File: src/rtl/rv_decode_stage_pkg.sv
// Shared types for the RV32I/RV64I decode stage: format codes, base opcodes, buffered entry.
package rv_dec_pkg;

    typedef enum logic [2:0] {
        FMT_R = 3'd0,
        FMT_I = 3'd1,
        FMT_S = 3'd2,
        FMT_B = 3'd3,
        FMT_U = 3'd4,
        FMT_J = 3'd5
    } fmt_e;

    localparam logic [6:0] OP_IMM    = 7'b0010011;
    localparam logic [6:0] OP_LOAD   = 7'b0000011;
    localparam logic [6:0] OP_JALR   = 7'b1100111;
    localparam logic [6:0] OP_SYSTEM = 7'b1110011;
    localparam logic [6:0] OP_STORE  = 7'b0100011;
    localparam logic [6:0] OP_BRANCH = 7'b1100011;
    localparam logic [6:0] OP_LUI    = 7'b0110111;
    localparam logic [6:0] OP_AUIPC  = 7'b0010111;
    localparam logic [6:0] OP_JAL    = 7'b1101111;
    localparam logic [6:0] OP_REG    = 7'b0110011;

    // Entries carry the widest immediate so one struct serves both XLEN builds.
    localparam int IMM_MAX_W = 64;

    typedef struct packed {
        logic rs1_used;
        logic rs2_used;
        logic rd_we;
    } flags_t;

    typedef struct packed {
        logic [4:0]           rs1;
        logic [4:0]           rs2;
        logic [4:0]           rd;
        flags_t               flags;
        fmt_e                 fmt;
        logic [IMM_MAX_W-1:0] imm;
        logic                 illegal;
    } entry_t;

endpackage

File: src/rtl/rv_decode_stage_if.sv
// Fetch-side and execute-side handshake bundle of the decode stage.
interface rv_decode_stage_if #(parameter int XLEN = 32);
    import rv_dec_pkg::*;

    logic            flush;
    logic            in_valid;
    logic            in_ready;
    logic [31:0]     inst;
    logic            out_valid;
    logic            out_ready;
    logic [4:0]      rs1;
    logic [4:0]      rs2;
    logic [4:0]      rd;
    logic            rs1_used;
    logic            rs2_used;
    logic            rd_we;
    fmt_e            fmt;
    logic [XLEN-1:0] imm;
    logic            illegal;

    modport master (
        output flush, in_valid, inst, out_ready,
        input  in_ready, out_valid, rs1, rs2, rd, rs1_used, rs2_used, rd_we, fmt, imm, illegal
    );

    modport slave (
        input  flush, in_valid, inst, out_ready,
        output in_ready, out_valid, rs1, rs2, rd, rs1_used, rs2_used, rd_we, fmt, imm, illegal
    );
endinterface

File: src/rtl/rv_imm_gen.sv
// Combinational immediate generator for the base RISC-V formats, sign-extended to XLEN.
module rv_imm_gen
    import rv_dec_pkg::*;
#(
    parameter int XLEN = 32
) (
    input  logic [31:0]     inst,
    input  fmt_e            fmt,
    output logic [XLEN-1:0] imm
);

    logic [31:0] imm32;
    logic        unused_opcode;

    assign unused_opcode = ^inst[6:0];

    always_comb begin
        imm32 = 32'd0;
        case (fmt)
            FMT_I:   imm32 = {{20{inst[31]}}, inst[31:20]};
            FMT_S:   imm32 = {{20{inst[31]}}, inst[31:25], inst[11:7]};
            FMT_B:   imm32 = {{19{inst[31]}}, inst[31], inst[7], inst[30:25], inst[11:8], 1'b0};
            FMT_U:   imm32 = {inst[31:12], 12'd0};
            FMT_J:   imm32 = {{11{inst[31]}}, inst[31], inst[19:12], inst[20], inst[30:21], 1'b0};
            default: imm32 = 32'd0;
        endcase
    end

    // Every 32-bit form is already sign-correct, so widening is a plain signed extension.
    assign imm = XLEN'($signed(imm32));

endmodule

File: src/rtl/rv_decode_stage.sv
// Decode stage: classify, extract fields, build immediate; output register plus one skid entry.
// Latency 1 cycle when empty; in_ready is !skid_valid, so fetch stalls only once both entries fill.
module rv_decode_stage
    import rv_dec_pkg::*;
#(
    parameter int XLEN  = 32,
    parameter int CNT_W = 16
) (
    input  logic             clk,
    input  logic             rst,
    rv_decode_stage_if.slave bus,
    output logic [CNT_W-1:0] illegal_cnt
);

    fmt_e            fmt_d;
    logic            ill_d;
    logic            rd_field;
    logic [XLEN-1:0] imm_d;
    entry_t          dec;
    entry_t          out_q;
    entry_t          skid_q;
    logic            out_valid_q;
    logic            skid_valid;
    logic            accept;
    logic            drain;
    logic            unused_imm;

    always_comb begin
        fmt_d = FMT_R;
        ill_d = 1'b0;
        case (bus.inst[6:0])
            OP_IMM, OP_LOAD, OP_JALR, OP_SYSTEM: fmt_d = FMT_I;
            OP_STORE:                            fmt_d = FMT_S;
            OP_BRANCH:                           fmt_d = FMT_B;
            OP_LUI, OP_AUIPC:                    fmt_d = FMT_U;
            OP_JAL:                              fmt_d = FMT_J;
            OP_REG:                              fmt_d = FMT_R;
            default:                             ill_d = 1'b1;
        endcase
    end

    rv_imm_gen #(.XLEN(XLEN)) u_imm_gen (
        .inst (bus.inst),
        .fmt  (fmt_d),
        .imm  (imm_d)
    );

    // Unrecognised opcodes decode as R with every register field forced off.
    always_comb begin
        dec                = '0;
        rd_field           = !ill_d && (fmt_d inside {FMT_R, FMT_I, FMT_U, FMT_J});
        dec.flags.rs1_used = !ill_d && (fmt_d inside {FMT_R, FMT_I, FMT_S, FMT_B});
        dec.flags.rs2_used = !ill_d && (fmt_d inside {FMT_R, FMT_S, FMT_B});
        dec.flags.rd_we    = rd_field && (bus.inst[11:7] != 5'd0);
        dec.rs1            = dec.flags.rs1_used ? bus.inst[19:15] : 5'd0;
        dec.rs2            = dec.flags.rs2_used ? bus.inst[24:20] : 5'd0;
        dec.rd             = rd_field ? bus.inst[11:7] : 5'd0;
        dec.fmt            = fmt_d;
        dec.imm            = IMM_MAX_W'($signed(imm_d));
        dec.illegal        = ill_d;
    end

    assign accept = bus.in_valid && !skid_valid && !bus.flush;
    assign drain  = out_valid_q && bus.out_ready;

    always_ff @(posedge clk or posedge rst) begin
        if (rst) begin
            out_valid_q <= 1'b0;
            skid_valid  <= 1'b0;
            out_q       <= '0;
            skid_q      <= '0;
        end else if (bus.flush) begin
            out_valid_q <= 1'b0;
            skid_valid  <= 1'b0;
        end else if (drain || !out_valid_q) begin
            // A full skid entry always takes priority; in_ready is low then, so nothing is accepted.
            if (skid_valid) begin
                out_q       <= skid_q;
                out_valid_q <= 1'b1;
                skid_valid  <= 1'b0;
            end else if (accept) begin
                out_q       <= dec;
                out_valid_q <= 1'b1;
            end else begin
                out_valid_q <= 1'b0;
            end
        end else if (accept) begin
            skid_q     <= dec;
            skid_valid <= 1'b1;
        end
    end

    always_ff @(posedge clk or posedge rst) begin
        if (rst) begin
            illegal_cnt <= '0;
        end else if (accept && dec.illegal && (illegal_cnt != {CNT_W{1'b1}})) begin
            illegal_cnt <= illegal_cnt + 1'b1;
        end
    end

    assign bus.in_ready  = !skid_valid;
    assign bus.out_valid = out_valid_q;
    assign bus.rs1       = out_q.rs1;
    assign bus.rs2       = out_q.rs2;
    assign bus.rd        = out_q.rd;
    assign bus.rs1_used  = out_q.flags.rs1_used;
    assign bus.rs2_used  = out_q.flags.rs2_used;
    assign bus.rd_we     = out_q.flags.rd_we;
    assign bus.fmt       = out_q.fmt;
    assign bus.imm       = out_q.imm[XLEN-1:0];
    assign bus.illegal   = out_q.illegal;
    assign unused_imm    = ^out_q.imm;

endmodule

File: src/flat_wrapper.sv
// flat-port wrapper written by rule: the top's interface ports become plain ports
module rv_decode_stage_flat import rv_dec_pkg::*;
#(
    parameter int XLEN  = 32,
    parameter int CNT_W = 16
)
  (clk, rst, illegal_cnt, bus_flush, bus_in_valid, bus_inst, bus_out_ready, bus_in_ready, bus_out_valid, bus_rs1, bus_rs2, bus_rd, bus_rs1_used, bus_rs2_used, bus_rd_we, bus_fmt, bus_imm, bus_illegal);
  rv_decode_stage_if #(.XLEN(XLEN)) bus_i ();
  input  logic clk;
  input  logic rst;
  output logic [CNT_W-1:0] illegal_cnt;
  input wire logic [$bits(bus_i.flush)-1:0] bus_flush;
  input wire logic [$bits(bus_i.in_valid)-1:0] bus_in_valid;
  input wire logic [$bits(bus_i.inst)-1:0] bus_inst;
  input wire logic [$bits(bus_i.out_ready)-1:0] bus_out_ready;
  output wire logic [$bits(bus_i.in_ready)-1:0] bus_in_ready;
  output wire logic [$bits(bus_i.out_valid)-1:0] bus_out_valid;
  output wire logic [$bits(bus_i.rs1)-1:0] bus_rs1;
  output wire logic [$bits(bus_i.rs2)-1:0] bus_rs2;
  output wire logic [$bits(bus_i.rd)-1:0] bus_rd;
  output wire logic [$bits(bus_i.rs1_used)-1:0] bus_rs1_used;
  output wire logic [$bits(bus_i.rs2_used)-1:0] bus_rs2_used;
  output wire logic [$bits(bus_i.rd_we)-1:0] bus_rd_we;
  output wire logic [$bits(bus_i.fmt)-1:0] bus_fmt;
  output wire logic [$bits(bus_i.imm)-1:0] bus_imm;
  output wire logic [$bits(bus_i.illegal)-1:0] bus_illegal;
  assign bus_i.flush = bus_flush;
  assign bus_i.in_valid = bus_in_valid;
  assign bus_i.inst = bus_inst;
  assign bus_i.out_ready = bus_out_ready;
  assign bus_in_ready = bus_i.in_ready;
  assign bus_out_valid = bus_i.out_valid;
  assign bus_rs1 = bus_i.rs1;
  assign bus_rs2 = bus_i.rs2;
  assign bus_rd = bus_i.rd;
  assign bus_rs1_used = bus_i.rs1_used;
  assign bus_rs2_used = bus_i.rs2_used;
  assign bus_rd_we = bus_i.rd_we;
  assign bus_fmt = bus_i.fmt;
  assign bus_imm = bus_i.imm;
  assign bus_illegal = bus_i.illegal;
  rv_decode_stage #(.XLEN(XLEN), .CNT_W(CNT_W)) u_core (.clk(clk), .rst(rst), .bus(bus_i), .illegal_cnt(illegal_cnt));
endmodule
File: config.mk
export PLATFORM = sky130hd
export DESIGN_NAME = rv_decode_stage_flat
export DESIGN_NICKNAME = d
export VERILOG_FILES = /design/src/rtl/rv_decode_stage_pkg.sv /design/src/rtl/rv_decode_stage_if.sv /design/src/rtl/rv_imm_gen.sv /design/src/rtl/rv_decode_stage.sv /design/src/flat_wrapper.sv
export SDC_FILE = /design/constraint.sdc
export NUM_CORES = 1
export LEC_CHECK = 0
export ABC_AREA = 1
export BUFFER_PORTS_ARGS = -buffer_cell sky130_fd_sc_hd__buf_2
export CAP_MARGIN = 20
export CORE_ASPECT_RATIO = 0.7
export CORE_MARGIN = 5
export CORE_UTILIZATION = 61
export DETAILED_ROUTE_END_ITERATION = 12
export GPL_TIMING_DRIVEN = 0
export PLACE_DENSITY = 0.85
export SYNTH_ARGS = -nofsm -noshare
export SYNTH_HDL_FRONTEND = slang
export SYNTH_SLANG_ARGS = --single-unit
File: constraint.sdc
create_clock -name clk -period 7.95 [get_ports clk]
set_clock_uncertainty 0.2 [all_clocks]
set_input_delay 1.59 -clock clk [delete_from_list [all_inputs] [get_ports clk]]
set_output_delay 1.59 -clock clk [all_outputs]
set_load 0.01 [all_outputs]
==> Word level (Yosys, flattened, before mapping) <==
Index checks and enable logic that the tools add are counted.
{ "op_classes": {"add_sub_neg": 1, "n_reduce_logical": 26, "n_mux": 15, "n_eq_ne": 16, "bitwise_logic": 2} }
{ "ops": {"columns": ["cell", "count"], "rows": [
  ["$mux 86", 2],
  ["$pmux 32 s5", 1],
  ["$eq 7x7->1 const B", 4],
  ["$eq 7x6->1 const B", 3],
  ["$add 16x1->16 const B", 1],
  ["$ne 16x16->1 const B", 1],
  ["$mux 5", 3],
  ["$pmux 3 s5", 1],
  ["$eq 7x5->1 const B", 2],
  ["$reduce_or 10->1", 1],
  ["$logic_and 1x1->1", 9],
  ["$mux 1", 8],
  ["$reduce_bool 4->1", 2],
  ["$eq 7x2->1 const B", 1],
  ["$eq 3x2->1 const B", 2],
  ["$eq 3x3->1 const B", 2],
  ["$reduce_and 3->1", 2],
  ["$reduce_bool 3->1", 2],
  ["$reduce_bool 5->1", 1],
  ["$reduce_bool 2->1", 2],
  ["$reduce_or 4->1", 1],
  ["$eq 3x1->1 const B", 1],
  ["$logic_not 1->1", 3],
  ["$logic_not 3->1", 1],
  ["3 further kinds", 4]
]} }
{ "totals": {"input_bits": 37, "output_inout_bits": 72, "register_bits": 126, "wordCells": 81} }

==> Depth between registers and ports, before layout <==
{ "depth": {"word_depth": 9, "ltp_mapped": 12, "mapped_depth_nobuf": 11} }

==> Modules after synthesis <==
From an unflattened synthesis, not the netlist that was laid out.
{ "unflattened": {"hier_cells": 822, "hier_area_um2": 6379.9} }
{ "by_module_without_submodules": {"columns": ["mod", "area_per_inst_um2", "instances", "cells_per_inst", "seq_area_each_um2"], "rows": [
  ["rv_decode_stage", 5926.9, 1, 730, 3153.0],
  ["rv_imm_gen", 452.9, 1, 92, 0.0]
]} }

==> Least setup slack after synthesis <==
No wires, ideal clock.
{ "synth_timing": {"path_kind": "in2reg", "from": "input port bus_inst[1]", "to": "register u_core.illegal_cnt[2]", "setup_ns": 0.122, "slack_ns": 4.969, "t_arrival_ns": 2.660, "required_ns": 7.628, "n_path_buf": 1, "path_stages": 11, "cell_sequence": "nand2_1 > inv_2 > nand2_1 > nor2_4 > nor2_8 > nand2_4 > inv_2 > nand3_4 > buf_6 > nand2_1 > o21ai_2"} }
{ "synth_via": {"elab_chain_cells": 5, "elab_cells_between_ends": 14, "cone_classes": "10 x eq/ne; 1 x mux; 3 x reduce/logical"} }
{ "synth_rtl": {"columns": ["item", "line", "text"], "rows": [
  ["from (decl)", "flat_wrapper.sv:14", "input wire logic [$bits(bus_i.inst)-1:0] bus_inst;"],
  ["$eq 7x5->1, or another cell as far along", "rv_decode_stage.sv:31", "case (bus.inst[6:0])"],
  ["$reduce_or 10->1 (no line) *", null, null],
  ["$mux 1 *", "rv_decode_stage.sv:31", null],
  ["$logic_and 1x1->1 * (2 in a row)", "rv_decode_stage.sv:96", "end else if (accept && dec.illegal && (illegal_cnt != {CNT_W{1'b1}})) begin"],
  ["to (signal assigned)", "rv_decode_stage.sv:97", "illegal_cnt <= illegal_cnt + 1'b1;"],
  ["to (decl)", "rv_decode_stage.sv:12", "output logic [CNT_W-1:0] illegal_cnt"]
]} }
Every way passes the cells marked *; elsewhere a longest branch is shown, timed or not.
A chain may end at the register's enable or synchronous reset.

==> Worst setup path after layout <==
{ "layout_timing": {"from": "register u_core.skid_valid", "to": "output port bus_in_ready"} }
{ "layout_via": {"elab_chain_cells": 1} }
{ "layout_rtl": {"columns": ["item", "line", "text"], "rows": [
  ["from (decl)", "rv_decode_stage.sv:23", "logic skid_valid;"],
  ["from (signal assigned)", "rv_decode_stage.sv:69", "skid_valid <= 1'b0;"],
  ["from (signal assigned)", "rv_decode_stage.sv:74", "skid_valid <= 1'b0;"],
  ["from (signal assigned)", "rv_decode_stage.sv:80", "skid_valid <= 1'b0;"],
  ["$logic_not 1->1", "rv_decode_stage.sv:101", "assign bus.in_ready = !skid_valid;"],
  ["to (decl)", "flat_wrapper.sv:16", "output wire logic [$bits(bus_i.in_ready)-1:0] bus_in_ready;"]
]} }
Every way passes these cells.

==> impl_metrics.tcl <==
set metrics [dict create \
    antenna_found_initial 0 \
    syn_area_um2 6740 \
    grt_start_max_net_pins 77 \
    synth_compound_area_share_pct 11.4 \
    multi_input_area_um2 3040 \
    crit_top_cell "buf_2" \
    grt_setup_unrepaired "false" \
    crit_family "buffers and inverters" \
    ir_worst_vdd_mv 0.176 \
    synthDistinctLibCells 37 \
    slowest_delay_ns 0.37 \
    nNetsFinal 998 \
    row_count 32 \
    cts_resized 0 \
    syn_nets 870 \
    finalInstanceArea_um2 8090 \
    post-place-ws_ns 4.60 \
    numPortBuffers 108 \
    vias_per_cell 5.70 \
    worst-path-max-fanout 10 \
    cts.clk_slew.worst_paths_ns 0.06 \
    hp-class "flop to flop" \
    synth-xor-area-share_pct 1.95 \
    swShare_pct 30.1 \
    instances_no_fill 1125 \
    maxSlewHeadroom_pct 57.2 \
    totalWireLength_mm 19.0 \
    core_um2 10900 \
    overflow 0 \
    clkLatencyLatePin_ns 0.42 \
    min_period_ns 3.56 \
    cp.required_ns 6.16 \
    worstMarginPinSlew_ns 0.642 \
    ys_seq_area_share_pct 46.8 \
    max_freq_mhz 281 \
    synthToLayoutAreaGrowth_pct 20.0 \
    slowest_stage "dfrtp_1" \
    synth_area_leaders "dfrtp_1 (47%), nand2_1 (11%), nor2_1 (7.9%)" \
    synth_top_family_by_area "simple AND/OR/NAND/NOR gates" \
    hold_violations 0 \
    drt-initial-drc-count 792 \
    placed_area_um2 7510 \
    yosys.area.top_type "dfrtp_1" \
    num_antenna_cells 0 \
    fp.dieArea_um2 13300 \
    max-cap-violations 0 \
    worst_setup_path_end_kind "output pin" \
    seq_power_share_pct 41.9 \
    cts_tree "yes" \
    die_w_um 136 \
    gp_congestion 0.914 \
    ys_seq_elements 126 \
    die_h_um 98.0 \
    first_pass_iters 7 \
    post_cts_buffers 0 \
    antenna_left 0 \
    synthCells 832 \
    synthAdderAreaFrac_pct 0.186 \
    finalCritPeriodShare_pct 44.8 \
    drive_above_1_share_pct 25.3 \
    ioPinCount 109 \
    wl_per_cell_um 16.9 \
    vias 6416 \
    final_common_cell "nand2_1" \
    synthMuxAreaShare_pct 0 \
    pwr-share-comb_pct 18.9 \
    final-setup-viol-count 0 \
    dpl.hpwl_mm 13.2 \
    grt_pass1_vias 5992 \
    setup_tns_ns 0 \
    p_per_area_nw_per_um2 244 \
    syn_avg_cell_area_um2 8.10 \
    p_int_mw 1.38 \
    cp_num_buf_inv 5 \
    worstSetupStartpointType "flop" \
    track_usage_pct 29.6 \
    drc_errors 0 \
    leakagePower_nw 4.25 \
    netlist.area_leader.share_pct 46.8 \
    hold_buffers 0 \
    start_util_pct 61.7 \
    root_buffer "clkbuf_16" \
    final_cell_mix "nand2_1 (198), nor2_1 (141), buf_2 (126), dfrtp_1 (126), nand3_1 (55)" \
    critPathKind "flop to output pin" \
    htreeDepth 4 \
    numCtsBuffers 17 \
    synthSimpleGateAreaFrac_pct 31.6 \
    dp_cells 1094 \
    seq_area_um2 3150 \
    switchingPower_mw 0.593 \
    cp_cell_sequence "buf_4 -> inv_2 -> buf_2 -> buf_2 -> buf_2" \
    cp.arrival_ns 1.77 \
    slew_violations 0 \
    cts.sinks 126 \
    fillCellCount 810 \
    yosys_warnings 0 \
    p_clk_share_pct 39.2 \
    cts_buffer_depth 2 \
    outcome "finished, final reports clean" \
    grt_pass1_wl_mm 30.9 \
    setup_slack_ns 4.39 \
]
synth_stat cells:
library cell,count
nor2_1,141
nor3_2,9
buf_6,8
buf_4,4
o211ai_2,1
nand3_2,1
nand2_2,4
a21oi_1,38
o21a_1,1
nand2_1,198
clkbuf_1,14
xor2_1,6
nor3_1,8
nor2_8,6
o21ai_2,24
buf_1,2
nand4_1,14
buf_2,18
nand3_4,2
nand4_2,1
nor2_2,1
inv_2,10
nand2_8,1
nand2_4,4
nand3_1,55
nor2_4,8
a31oi_1,24
o21ai_0,24
dfrtp_1,126
o22ai_1,3
o21ai_1,7
inv_4,3
inv_1,51
a21boi_0,3
ha_1,1
buf_8,2
xnor2_1,9
state kept, by name, indices dropped and copies added, names as in the netlist:
signal	cells
u_core.skid_q	54
u_core.bus.imm	32
u_core.illegal_cnt	16
u_core.bus.rd	5
u_core.bus.rs1	5
u_core.bus.rs2	5
u_core.bus.fmt	3
u_core.bus.illegal	1
u_core.bus.out_valid	1
u_core.bus.rd_we	1
u_core.bus.rs1_used	1
u_core.bus.rs2_used	1
u_core.skid_valid	1
power by group through the flow:
stage / combinational, mW / clock (mW) / sequential [mW]
3_5_place_dp: 0.368 / 0 / 0.833
5_1_grt: 0.413 / 0.807 / 0.841
4_1_cts: 0.372 / 0.775 / 0.824
2_1_floorplan: 0.217 / 0 / 0.848
3_3_place_gp: 0.355 / 0 / 0.829
6_report: 0.372 / 0.774 / 0.826
per-layer routing:
metal	share of wire (%)	global-route usage [%]	routed length (um)
met1	43	43.5	8230
met2	43	41.4	8160
met3	10	8.14	1980
met4	3.2	11.9	610
met5	0	0	0
area by class of cell:
type	count	share of cell area, %
Buffer	48	3.71
Clock buffer	22	5.86
Clock inverter	9	1.36
Inverter	64	3.12
Multi-Input combinational cell	594	37.6
Sequential cell	126	39.0
Tap cell	153	2.37
Timing Repair Buffer	109	7.02
cells by family after synthesis:
| group | count (synthesis) |
|---|---|
| flip-flops | 126 |
| XOR/XNOR | 15 |
| adder cells (fa/ha/maj) | 1 |
| AND/OR/NAND/NOR | 453 |
| AO/OA/AOI/OAI | 125 |
| buffers and inverters | 112 |
worst paths after layout:
path	slack, ns	cells past startpoint	to	startpoint
max reg2reg	5.85	7	u_core.bus.rs2[3]$_DFFE_PP0P_	u_core.skid_valid$_DFFE_PP0P_
max in group asynchronous	5.83	3	u_core.bus.imm[6]$_DFFE_PP0P_	rst
min reg2reg	0.27	2	u_core.bus.imm[17]$_DFFE_PP0P_	u_core.bus.imm[17]$_DFFE_PP0P_
min	0.27	2	u_core.bus.imm[17]$_DFFE_PP0P_	u_core.bus.imm[17]$_DFFE_PP0P_
max	4.39	5	bus_in_ready	u_core.skid_valid$_DFFE_PP0P_
min in group asynchronous	1.00	2	u_core.illegal_cnt[5]$_DFFE_PP0P_	rst
worst reg2reg max path: stages (launching register included):
cell and delay (ns):
dfrtp_1 0.37, buf_4 0.18, inv_2 0.06, buf_2 0.26, buf_1 0.54, o21ai_0 0.19, nand2_1 0.13, nand2_1 0.06
stage by stage:
step           hold WS [ns]  util, %  power [mW]
2_1_floorplan         0.249        -        1.06
3_3_place_gp          0.260     68.4        1.18
3_5_place_dp          0.261     68.7        1.20
4_1_cts               0.277     74.0        1.97
5_1_grt               0.286     74.0        2.06
6_report              0.271     74.0        1.97
No activity file was read; power rests on OpenSTA's default activity.
